<file path="src/rtl/seven_seg_scan_ctrl.sv">
// rtl/seven_seg_scan_ctrl.sv - multiplexed 7-segment scan controller with blank guard and tear-free updates
// Rotates one shared hex decoder over NUM_DIGITS common-anode digits; all outputs registered.
module seven_seg_scan_ctrl #(
    parameter int NUM_DIGITS   = 4,
    parameter int BLANK_CYCLES = 2,
    parameter int ON_CYCLES    = 50000
) (
    input  logic                      clk,
    input  logic                      rst,
    input  logic [4*NUM_DIGITS-1:0]   value,
    input  logic                      load,
    input  logic                      lz_en,
    output logic [3:0]                hex_nibble,
    output logic [NUM_DIGITS-1:0]     digit_en_L,
    output logic                      frame_tick
);

    localparam int MAX_CYC = (BLANK_CYCLES > ON_CYCLES) ? BLANK_CYCLES : ON_CYCLES;
    localparam int CNT_W   = (MAX_CYC > 1) ? $clog2(MAX_CYC) : 1;
    localparam int DIG_W   = $clog2(NUM_DIGITS);

    localparam logic [CNT_W-1:0] BLANK_LAST = CNT_W'(BLANK_CYCLES - 1);
    localparam logic [CNT_W-1:0] ON_LAST    = CNT_W'(ON_CYCLES - 1);
    localparam logic [DIG_W-1:0] DIG_LAST   = DIG_W'(NUM_DIGITS - 1);

    typedef enum logic {
        ST_BLANK = 1'b0,
        ST_SHOW  = 1'b1
    } state_t;

    state_t                    state_q, state_d;
    logic [CNT_W-1:0]          cnt_q, cnt_d;
    logic [DIG_W-1:0]          digit_q, digit_d;
    logic [4*NUM_DIGITS-1:0]   active_q, active_d;
    logic [4*NUM_DIGITS-1:0]   pending_q, pending_d;
    logic                      pending_valid_q, pending_valid_d;
    logic [3:0]                hex_nibble_q, hex_nibble_d;
    logic [NUM_DIGITS-1:0]     digit_en_L_q, digit_en_L_d;
    logic                      frame_tick_q, frame_tick_d;
    logic                      wrap;

    // Digit k is blank when lz is on, k>0 and nibbles k..NUM_DIGITS-1 are all zero.
    function automatic logic is_suppressed(input logic [4*NUM_DIGITS-1:0] word,
                                           input logic [DIG_W-1:0]        k,
                                           input logic                    lz);
        logic upper_zero;
        upper_zero = 1'b1;
        for (int i = 0; i < NUM_DIGITS; i++) begin
            if (i >= int'(k) && word[4*i +: 4] != 4'h0) begin
                upper_zero = 1'b0;
            end
        end
        return lz && (k != '0) && upper_zero;
    endfunction

    always_comb begin
        state_d         = state_q;
        cnt_d           = cnt_q;
        digit_d         = digit_q;
        active_d        = active_q;
        pending_d       = pending_q;
        pending_valid_d = pending_valid_q;
        wrap            = 1'b0;

        case (state_q)
            ST_BLANK: begin
                if (cnt_q == BLANK_LAST) begin
                    state_d = ST_SHOW;
                    cnt_d   = '0;
                end else begin
                    cnt_d = cnt_q + CNT_W'(1);
                end
            end
            ST_SHOW: begin
                if (cnt_q == ON_LAST) begin
                    state_d = ST_BLANK;
                    cnt_d   = '0;
                    if (digit_q == DIG_LAST) begin
                        digit_d = '0;
                        wrap    = 1'b1;
                    end else begin
                        digit_d = digit_q + DIG_W'(1);
                    end
                end else begin
                    cnt_d = cnt_q + CNT_W'(1);
                end
            end
            default: begin
                state_d = ST_BLANK;
                cnt_d   = '0;
            end
        endcase

        // The displayed word only moves at the frame wrap, so a frame never mixes two values.
        if (wrap) begin
            if (load) begin
                active_d = value;
            end else if (pending_valid_q) begin
                active_d = pending_q;
            end
            pending_valid_d = 1'b0;
        end else if (load) begin
            pending_d       = value;
            pending_valid_d = 1'b1;
        end

        frame_tick_d = wrap;
        hex_nibble_d = active_d[{digit_d, 2'b00} +: 4];

        // Anode decision is taken once on SHOW entry and held, so lz_en changes never cut a slot short.
        if (state_d == ST_BLANK) begin
            digit_en_L_d = '1;
        end else if (state_q == ST_BLANK) begin
            if (is_suppressed(active_d, digit_d, lz_en)) begin
                digit_en_L_d = '1;
            end else begin
                digit_en_L_d = ~(NUM_DIGITS'(1) << digit_d);
            end
        end else begin
            digit_en_L_d = digit_en_L_q;
        end
    end

    always_ff @(posedge clk) begin
        if (rst) begin
            state_q         <= ST_BLANK;
            cnt_q           <= '0;
            digit_q         <= '0;
            active_q        <= '0;
            pending_q       <= '0;
            pending_valid_q <= 1'b0;
            hex_nibble_q    <= 4'h0;
            digit_en_L_q    <= '1;
            frame_tick_q    <= 1'b0;
        end else begin
            state_q         <= state_d;
            cnt_q           <= cnt_d;
            digit_q         <= digit_d;
            active_q        <= active_d;
            pending_q       <= pending_d;
            pending_valid_q <= pending_valid_d;
            hex_nibble_q    <= hex_nibble_d;
            digit_en_L_q    <= digit_en_L_d;
            frame_tick_q    <= frame_tick_d;
        end
    end

    assign hex_nibble = hex_nibble_q;
    assign digit_en_L = digit_en_L_q;
    assign frame_tick = frame_tick_q;

endmodule

</file>
<file path="config.mk">
export PLATFORM = sky130hd
export DESIGN_NAME = seven_seg_scan_ctrl
export DESIGN_NICKNAME = d
export VERILOG_FILES = /design/src/rtl/seven_seg_scan_ctrl.sv
export SDC_FILE = /design/constraint.sdc
export NUM_CORES = 1
export LEC_CHECK = 0
export ABC_CLOCK_PERIOD_IN_PS = 3200
export BUFFER_PORTS_ARGS = -buffer_cell sky130_fd_sc_hd__buf_4
export CAP_MARGIN = 20
export CORE_MARGIN = 2
export CORE_UTILIZATION = 58
export DETAILED_ROUTE_END_ITERATION = 12
export PLACE_DENSITY = 0.88
export SETUP_SLACK_MARGIN = 0.05
export SYNTH_ARGS = -nofsm -noshare
export SYNTH_HDL_FRONTEND = slang
export SYNTH_SLANG_ARGS = --single-unit
export TNS_END_PERCENT = 100
</file>
<file path="constraint.sdc">
create_clock -name clk -period 3.2 [get_ports clk]
set_input_delay 0.32 -clock clk [delete_from_list [all_inputs] [get_ports clk]]
set_output_delay 0.32 -clock clk [all_outputs]
set_load 0.005 [all_outputs]
</file>
==> results.toml, run 1 <==
[sta]
fin_tns_setup_ns = 0
finalCritPeriodShare_pct = 89.3
setup_viol = 0
fmax_mhz = 350
clock-skew-final_ns = 0.00846
slew_viol_final = 0
rsz0062_at_grt = "no"
tightest_slew_ns = 0.667
max_slew_margin_pct = 55.2
fin_crit_ns = 2.86
finalHoldViolCount = 0

[layout]
multi_input_area_um2 = 1530
final_common_cell = "nor2_1"
layout_common_cells = "nor2_1, dfxtp_1, buf_4"
drive_gt1_share_pct = 15.6
area_delta_synth_final_pct = 17.3
fillCellCount = 391
post-route-util_pct = 70.8
diodes = 0
final_nets = 395
seqCellArea_um2 = 1220

[critical_path]
setup.worst_path.class = "reg -> reg"
r2r_cells = 8
slowest_stage = "or4_4"
arrival_ns = 3.13
critical-path-top-delay-family = "simple AND/OR/NAND/NOR gates"
path_cells = "or4_4 -> or3_1 -> or2_0 -> buf_4 -> a221o_1 -> nor4_1 -> o211ai_1 -> a21oi_1"
start_kind = "flop"
crit_path_end_kind = "flop"
max_stage_delay_ns = 0.58
path_depth = 8
reg2reg_slack_ns = 0.34
crit_buf_inv = 1
required_ns = 3.47
path_max_fanout = 12
r2r_end = "digit_en_L[1]"
worstSetupEndpoint = "digit_en_L[1]"
reg2reg_from = "cnt_q[11]"
cp-startpoint = "cnt_q[11]"

[power_and_ir_drop]
share_seq_of_total_power_pct = 49.0
pwr-share-comb_pct = 7.5
peakVddDrop_uv = 294
p_switching_w = 0.000383
power_density_nw_per_um2 = 488
p_leak_nw = 1.36
swShare_pct = 23.3
intPower_w = 0.00126
p_total_w = 0.00164
power.share.clock_pct = 43.5

[clock_network]
cts_hold_buf = 0
cts_setup_buffers = 0
worstSkewPairLatency_ns = 0.34
cts_tree = "done"
clkSlewWorstSetupHoldPaths_ns = 0.07
ctsResizeCount = 0
cts-root-buf = "clkbuf_8"
cts_max_path_buffers = 2
htreeDepth = 3
cts.sinks = 61
cts_buffers = 9

[global_route]
grt-ovfl-total = 0
grt_pass1_vias = 2445
grt_first_pass_wirelength_um = 11100
antenna_found_initial = 0
track_usage_pct = 26.6
grt_max_degree = 43

[synthesis]
synth_edf_count = 0
synth_area_um2 = 2870
synth_flop_cell = "dfxtp_1"
ys_seq_area_share_pct = 42.6
ys_ff_latch = 61
yosysWarnings = 0
avgSynthCellArea_um2 = 8.32
synth-async-reset-ratio_pct = 0
synth_cell_types = 48
synth_nets = 368
synth_cells = 345

[routing]
ant_nets = 0
highest_layer = "met4"
m1WireLength_um = 2970
drcViolationCount = 0
viasPerCell = 5.91
wl_per_cell_um = 15.1
vias = 2624
drtIter0Drc = 241
met3_length_um = 434
wl_met2_um = 3210
wirelength_um = 6720
drt_pass1_iterations = 4

[floorplanning]
die_area_um2 = 5520
design.core.area_um2 = 4750
die_w_um = 74.3
dieHeight_um = 74.3
rows = 25
io_pins = 29
start_util_pct = 60.3

[job]
cap_viol_max_count = 0

[place]
hpwlAfterDp_um = 4720
io_buffers = 28
globalplace.congestion = 0.887

[hold_path]
min_path_type = "in -> reg"

[run_status]
run_status = "finished, final reports clean"
## flip-flops by register name, summed over array words and instances (netlist names)
name / count
active_q: 16
cnt_q: 16
pending_q: 16
digit_en_L: 4
hex_nibble: 4
digit_q: 2
frame_tick: 1
pending_valid_q: 1
state_q: 1
## synthesized netlist by cell type (5+ instances only)
master / number / area, um^2
xor2_1: 8 / 70.1
nor2_1: 65 / 244
dfxtp_1: 61 / 1220
o31ai_1: 5 / 37.5
nand3_1: 18 / 90.1
clkbuf_1: 15 / 56.3
a21o_1: 5 / 37.5
mux2i_1: 14 / 140
nor2b_1: 9 / 56.3
nand2_1: 33 / 124
and3_1: 7 / 43.8
inv_1: 8 / 30.0
nor3_1: 5 / 25.0
o211ai_1: 5 / 37.5
a31oi_1: 6 / 37.5
a21oi_1: 13 / 65.1
xnor2_1: 6 / 52.6
o221ai_1: 5 / 43.8
## cell families (layout without fill, tap and decap cells)
group                      count (synthesis)  count (layout)  share of synthesized area, %
AOI/OAI and AO/OA                         60              60                          15.0
muxes                                     15              15                          5.28
and+or+nand+nor                          163             163                          27.5
adders and majority gates                  3               3                          1.31
buffers and inverters                     29              61                          4.14
xor gates and xnor gates                  14              14                          4.27
DFF                                       61              61                          42.6
## metal layers
metal | global-route usage, % | vias up
li1 | - | 1276
met1 | 33.8 | 1234
met2 | 44.0 | 103
met3 | 5.56 | 11
met4 | 11.3 | 0
met5 | 0 | -
## how the worst min path moves through the flow
| stage | to | depth (start not counted) | startpoint |
|---|---|---|---|
| finish | pending_q[1] | 3 | value[1] |
| floorplan | cnt_q[0] | 1 | cnt_q[0] |
| global route | pending_q[15] | 3 | value[15] |
| global placement | cnt_q[0] | 1 | cnt_q[0] |
| detailed placement | pending_q[11] | 2 | pending_q[11] |
| CTS | pending_q[1] | 3 | value[1] |
## worst register-to-register path, stage by stage (launching register included)
cell      delay, ns
dfxtp_1        0.33
or4_4          0.58
or3_1          0.49
or2_0          0.33
buf_4          0.22
a221o_1        0.38
nor4_1         0.20
o211ai_1       0.13
a21oi_1        0.13
## power groups by stage
stage                     clock network, W  logic [W]  registers [W]
after floorplan                          0  0.0000843       0.000810
after global placement                   0   0.000119       0.000820
after detailed placement                 0   0.000122       0.000822
after CTS                         0.000723   0.000123       0.000805
after global routing              0.000755   0.000138       0.000808
final                             0.000715   0.000123       0.000806
## through the flow
| step | worst slack [ns] | area (um^2) | hold WS (ns) | cells |
|---|---|---|---|---|
| after floorplan | 0.251 | 2870 | 0.430 | 345 |
| after global placement | 0.448 | 3150 | 0.442 | 428 |
| after detailed placement | 0.377 | 3150 | 0.449 | 428 |
| after CTS | 0.357 | 3370 | 0.224 | 444 |
| after global routing | 0.182 | 3370 | 0.241 | 444 |
| final | 0.341 | 3370 | 0.225 | 444 |
## area by class of cell
type                       instances  area share [%]
timing repair buffer              37            8.62
multi-input combinational        255            45.4
sequential                        61            36.3
tap                               67            2.49
clock buffer                      13            5.02
clock inverter                     3            1.26
inverter                           8           0.892
Note: power is estimated with default switching activity, not from simulation.
==> run 2: changes to the inputs <==
--- a/config.mk
+++ b/config.mk
@@ -8,7 +8,7 @@
 export ABC_CLOCK_PERIOD_IN_PS = 3200
 export BUFFER_PORTS_ARGS = -buffer_cell sky130_fd_sc_hd__buf_4
 export CAP_MARGIN = 20
-export CORE_MARGIN = 2
+export CORE_MARGIN = 10
 export CORE_UTILIZATION = 58
 export DETAILED_ROUTE_END_ITERATION = 12
 export PLACE_DENSITY = 0.88
==> results.toml, run 2 (synthesis results as in run 1) <==
[power_and_ir_drop]
peakVddDrop_uv = 432
power_density_nw_per_um2 = 543
share_seq_of_total_power_pct = 43.3
pwr-share-comb_pct = 6.7
swShare_pct = 22.5
p_switching_w = 0.000418
power.share.clock_pct = 50.0
p_leak_nw = 1.39
p_total_w = 0.00186
intPower_w = 0.00144

[global_route]
track_usage_pct = 17.6
grt_max_degree = 43
grt_first_pass_wirelength_um = 11700
antenna_found_initial = 0
grt_pass1_vias = 2540
grt-ovfl-total = 0

[routing]
drcViolationCount = 0
drt_pass1_iterations = 4
wirelength_um = 7160
ant_nets = 0
drtIter0Drc = 240
vias = 2662
viasPerCell = 5.98
wl_per_cell_um = 16.1

[critical_path]
setup.worst_path.class = "reg -> reg"
start_kind = "flop"
reg2reg_from = "cnt_q[11]"
critical-path-top-delay-family = "simple AND/OR/NAND/NOR gates"
reg2reg_slack_ns = 0.24
cp-startpoint = "cnt_q[11]"
path_max_fanout = 12
required_ns = 3.49
slowest_stage = "or4_4"
crit_buf_inv = 1
path_depth = 8
crit_path_end_kind = "flop"
max_stage_delay_ns = 0.58
worstSetupEndpoint = "digit_en_L[1]"
arrival_ns = 3.25
path_cells = "or4_4 -> or3_1 -> or2_0 -> buf_4 -> a221o_1 -> nor4_1 -> o211ai_1 -> a21oi_1"
r2r_end = "digit_en_L[1]"
r2r_cells = 8

[place]
dp.cells = 429
hpwlAfterDp_um = 5090
globalplace.congestion = 0.903
place_ws_ns = 0.298
io_buffers = 28

[sta]
fin_crit_ns = 2.96
fin_tns_setup_ns = 0
max_slew_margin_pct = 55.8
tightest_slew_ns = 0.657
finalHoldViolCount = 0
rsz0062_at_grt = "no"
slew_viol_final = 0
fmax_mhz = 337
setup_slack_ns = 0.237
finalCritPeriodShare_pct = 92.6
clock-skew-final_ns = 0.00535
setup_viol = 0

[clock_network]
cts_max_path_buffers = 2
worstSkewPairLatency_ns = 0.35
clkSlewWorstSetupHoldPaths_ns = 0.07
cts_hold_buf = 0
cts_tree = "done"
cts-root-buf = "clkbuf_8"
ctsResizeCount = 0
cts.sinks = 61
cts_setup_buffers = 0
cts_buffers = 9
htreeDepth = 3

[floorplanning]
design.core.area_um2 = 4750
rows = 25
start_util_pct = 60.3
die_w_um = 90.3
io_pins = 29
dieHeight_um = 90.3
die_area_um2 = 8160

[run_status]
run_status = "finished, final reports clean"

[layout]
stdcell_count = 445
diodes = 0
final_nets = 396
drive_gt1_share_pct = 16.1
area_delta_synth_final_pct = 19.2
final_common_cell = "nor2_1"
layout_common_cells = "nor2_1, dfxtp_1, buf_4"
fillCellCount = 374
reg_top3 = "active_q (16), cnt_q (16), pending_q (16)"

[hold_path]
min_path_type = "in -> reg"

[job]
cap_viol_max_count = 0
==> run 2: cell count changes in the layout (fill, tap and decap cells not counted), sizes merged <==
cell,change
clkbuf,-4
bufinv,+3
buf,+1
clkinv,+1
clkinvlp,-1
inv,+1
==> run 2: power by group through the flow <==
| stage | registers [W] | logic (W) | clock network, W |
|---|---|---|---|
| finish | 0.000805 | 0.000124 | 0.000929 |
| global route | 0.000808 | 0.000140 | 0.000965 |
| CTS | 0.000804 | 0.000124 | 0.000929 |
| detailed placement | 0.000822 | 0.000123 | 0 |
| global placement | 0.000820 | 0.000120 | 0 |
| floorplan | 0.000810 | 0.0000843 | 0 |
==> run 2: worst min-delay path by stage <==
| stage | to | cells after the start | startpoint | slack, ns |
|---|---|---|---|---|
| after detailed placement | pending_q[8] | 2 | pending_q[8] | 0.45 |
| final | pending_q[1] | 3 | value[1] | 0.21 |
| after global routing | pending_q[1] | 3 | value[1] | 0.21 |
| after floorplan | cnt_q[0] | 1 | cnt_q[0] | 0.43 |
| after global placement | cnt_q[0] | 1 | cnt_q[0] | 0.44 |
| after CTS | pending_q[1] | 3 | value[1] | 0.22 |
==> run 2: worst reg2reg max path, delay by kind of cell (launching register included) <==
family,cells,cell delay (ns)
AND/OR/NAND/NOR,4,1.68
AO/OA/AOI/OAI,3,0.67
flip-flops,1,0.33
buffers and inverters,1,0.23
==> run 2: metrics by stage <==
step                area [um^2]  utilization (%)  hold WS (ns)
floorplan                  2870                -         0.430
global route               3420             71.9         0.215
finish                     3420             71.9         0.213
CTS                        3420             71.9         0.219
global placement           3150             66.2         0.443
detailed placement         3150             66.2         0.452
==> run 2: routing by layer <==
layer	track usage (%)	wire, um	part of all wire, %	vias to the layer above
li1	-	-	-	1275
met1	19.9	3100	43	1271
met2	29.6	3470	48	97
met3	5.15	412	5.8	19
met4	8.22	174	2.4	0
met5	0	0	0	-
==> run 2: final cells by class <==
cell class | instances | area (um^2) | area share [%]
clock buffers | 9 | 124 | 3.62
repair buffers | 38 | 285 | 8.34
well taps | 67 | 83.8 | 2.45
inverters | 8 | 30.0 | 0.878
flip-flops and latches | 61 | 1220 | 35.7
multi-input cells | 255 | 1530 | 44.7
clock inverters | 7 | 146 | 4.28
==> run 3: changes to the inputs <==
--- a/config.mk
+++ b/config.mk
@@ -6,12 +6,12 @@
 export NUM_CORES = 1
 export LEC_CHECK = 0
 export ABC_CLOCK_PERIOD_IN_PS = 3200
-export BUFFER_PORTS_ARGS = -buffer_cell sky130_fd_sc_hd__buf_4
+export BUFFER_PORTS_ARGS = -buffer_cell sky130_fd_sc_hd__buf_2
 export CAP_MARGIN = 20
 export CORE_MARGIN = 10
-export CORE_UTILIZATION = 58
+export CORE_UTILIZATION = 25
 export DETAILED_ROUTE_END_ITERATION = 12
-export PLACE_DENSITY = 0.88
+export PLACE_DENSITY = 0.49
 export SETUP_SLACK_MARGIN = 0.05
 export SYNTH_ARGS = -nofsm -noshare
 export SYNTH_HDL_FRONTEND = slang
==> results.toml, run 3 (synthesis results as in run 1) <==
[run_status]
run_status = "finished, final reports clean"

[sta]
finalHoldViolCount = 0
setup_viol = 0
fin_crit_ns = 2.89
max_slew_margin_pct = 44.4
holdWs_ns = 0.239
setup_slack_ns = 0.315
slew_viol_final = 0
tightest_slew_ns = 0.835
clock-skew-final_ns = 0.00804
rsz0062_at_grt = "yes"
fin_tns_setup_ns = 0
finalCritPeriodShare_pct = 90.2
fmax_mhz = 347

[critical_path]
path_max_fanout = 8
reg2reg_slack_ns = 0.31
start_kind = "flop"
setup.worst_path.class = "reg -> reg"
path_cells = "or4_4 -> or3_1 -> or2_0 -> a221o_1 -> nor4_1 -> o211ai_1 -> a21oi_1"
slowest_stage = "or4_4"
crit_path_end_kind = "flop"
r2r_cells = 7
arrival_ns = 3.15
required_ns = 3.46
max_stage_delay_ns = 0.59

[floorplanning]
die_area_um2 = 16200
io_pins = 29
start_util_pct = 25.3
rows = 39
dieHeight_um = 127
design.core.area_um2 = 11300
die_w_um = 127

[hold_path]
worstHoldPathCells = 3
min_path_type = "in -> reg"

[global_route]
grt_pass1_vias = 2531
grt_first_pass_wirelength_um = 12900
track_usage_pct = 9.75
grt-ovfl-total = 0
antenna_found_initial = 1
grt_max_degree = 43

[clock_network]
cts_buffers = 9
cts_max_path_buffers = 2
clkSlewWorstSetupHoldPaths_ns = 0.05
cts_tree = "done"
cts.sinks = 61
cts_setup_buffers = 0
cts-root-buf = "clkbuf_16"
htreeDepth = 3
worstSkewPairLatency_ns = 0.33

[layout]
reg_top3 = "active_q (16), cnt_q (16), pending_q (16)"
layout_common_cells = "nor2_1, dfxtp_1, nand2_1"
final_nets = 396
area_delta_synth_final_pct = 21.4
fillCellCount = 1204
drive_gt1_share_pct = 15.9
stdcell_count = 520
final_common_cell = "nor2_1"
diodes = 0

[place]
io_buffers = 28
place_ws_ns = 0.322
hpwlAfterDp_um = 5580
dp.cells = 505
globalplace.congestion = 0.852

[power_and_ir_drop]
p_leak_nw = 1.37
peakVddDrop_uv = 214
power_density_nw_per_um2 = 531

[routing]
highest_layer = "met5"
wirelength_um = 7660
viasPerCell = 4.88
m1WireLength_um = 3840
drt_pass1_iterations = 5
vias = 2536
met3_length_um = 347
drcViolationCount = 0
drtIter0Drc = 121
wl_met2_um = 3320
wl_per_cell_um = 14.7
ant_nets = 0

[job]
cap_viol_max_count = 0
-- run 3: cell count changes in the layout (fill, tap and decap cells not counted), moves of 3 or more --
cell	change
buf_4	-29
clkbuf_8	-9
clkinv_2	+3
bufinv_16	-3
clkbuf_16	+9
buf_2	+28
-- run 3: cell type report --
type / count / area, um^2 / share of cell area (%)
Clock buffer: 10 / 229 / 6.57
Clock inverter: 5 / 52.6 / 1.51
Inverter: 8 / 30.0 / 0.862
Multi-Input combinational cell: 255 / 1540 / 44.3
Sequential cell: 61 / 1220 / 35.1
Tap cell: 143 / 179 / 5.14
Timing Repair Buffer: 38 / 228 / 6.54
-- run 3: stage by stage --
step	area (um^2)	utilization, %	power, W
CTS	3470	30.6	0.00187
finish	3480	30.8	0.00185
global route	3480	30.8	0.00192
global placement	3190	28.1	0.000941
detailed placement	3190	28.1	0.000941
floorplan	2870	-	0.000895
-- run 3: path summary, 6_finish.rpt --
check                        to    startpoint
setup / recovery  digit_en_L[1]     cnt_q[11]
hold / removal     pending_q[0]      value[0]
setup reg to reg  digit_en_L[1]     cnt_q[11]
hold reg to reg    pending_q[5]  pending_q[5]
-- run 3: worst max-delay path, delay by kind of cell, from the launching register on --
family,cells,cell delay [ns]
AO/OA/AOI/OAI,3,0.71
flip-flops,1,0.32
AND/OR/NAND/NOR,4,1.78
-- run 3: per-layer routing --
metal,track usage (%),up-vias
met2,14.5,44
met1,12.7,1196
li1,-,1280
met5,0,-
met3,3.14,14
met4,3.88,2
-- run 3: power by group --
group / internal (W) / switching [W] / leakage, nW
Clock: 0.000593 / 0.000331 / 0.138
Sequential: 0.000784 / 0.0000218 / 0.496
Combinational: 0.0000495 / 0.0000693 / 0.741
Total: 0.00143 / 0.000422 / 1.37
-- run 3: timing repair --
action	4_1_cts	5_1_grt
resized for setup	0	2
endpoints found under the hold margin	0	0
hold buffers	0	0
setup endpoints to repair	0	1
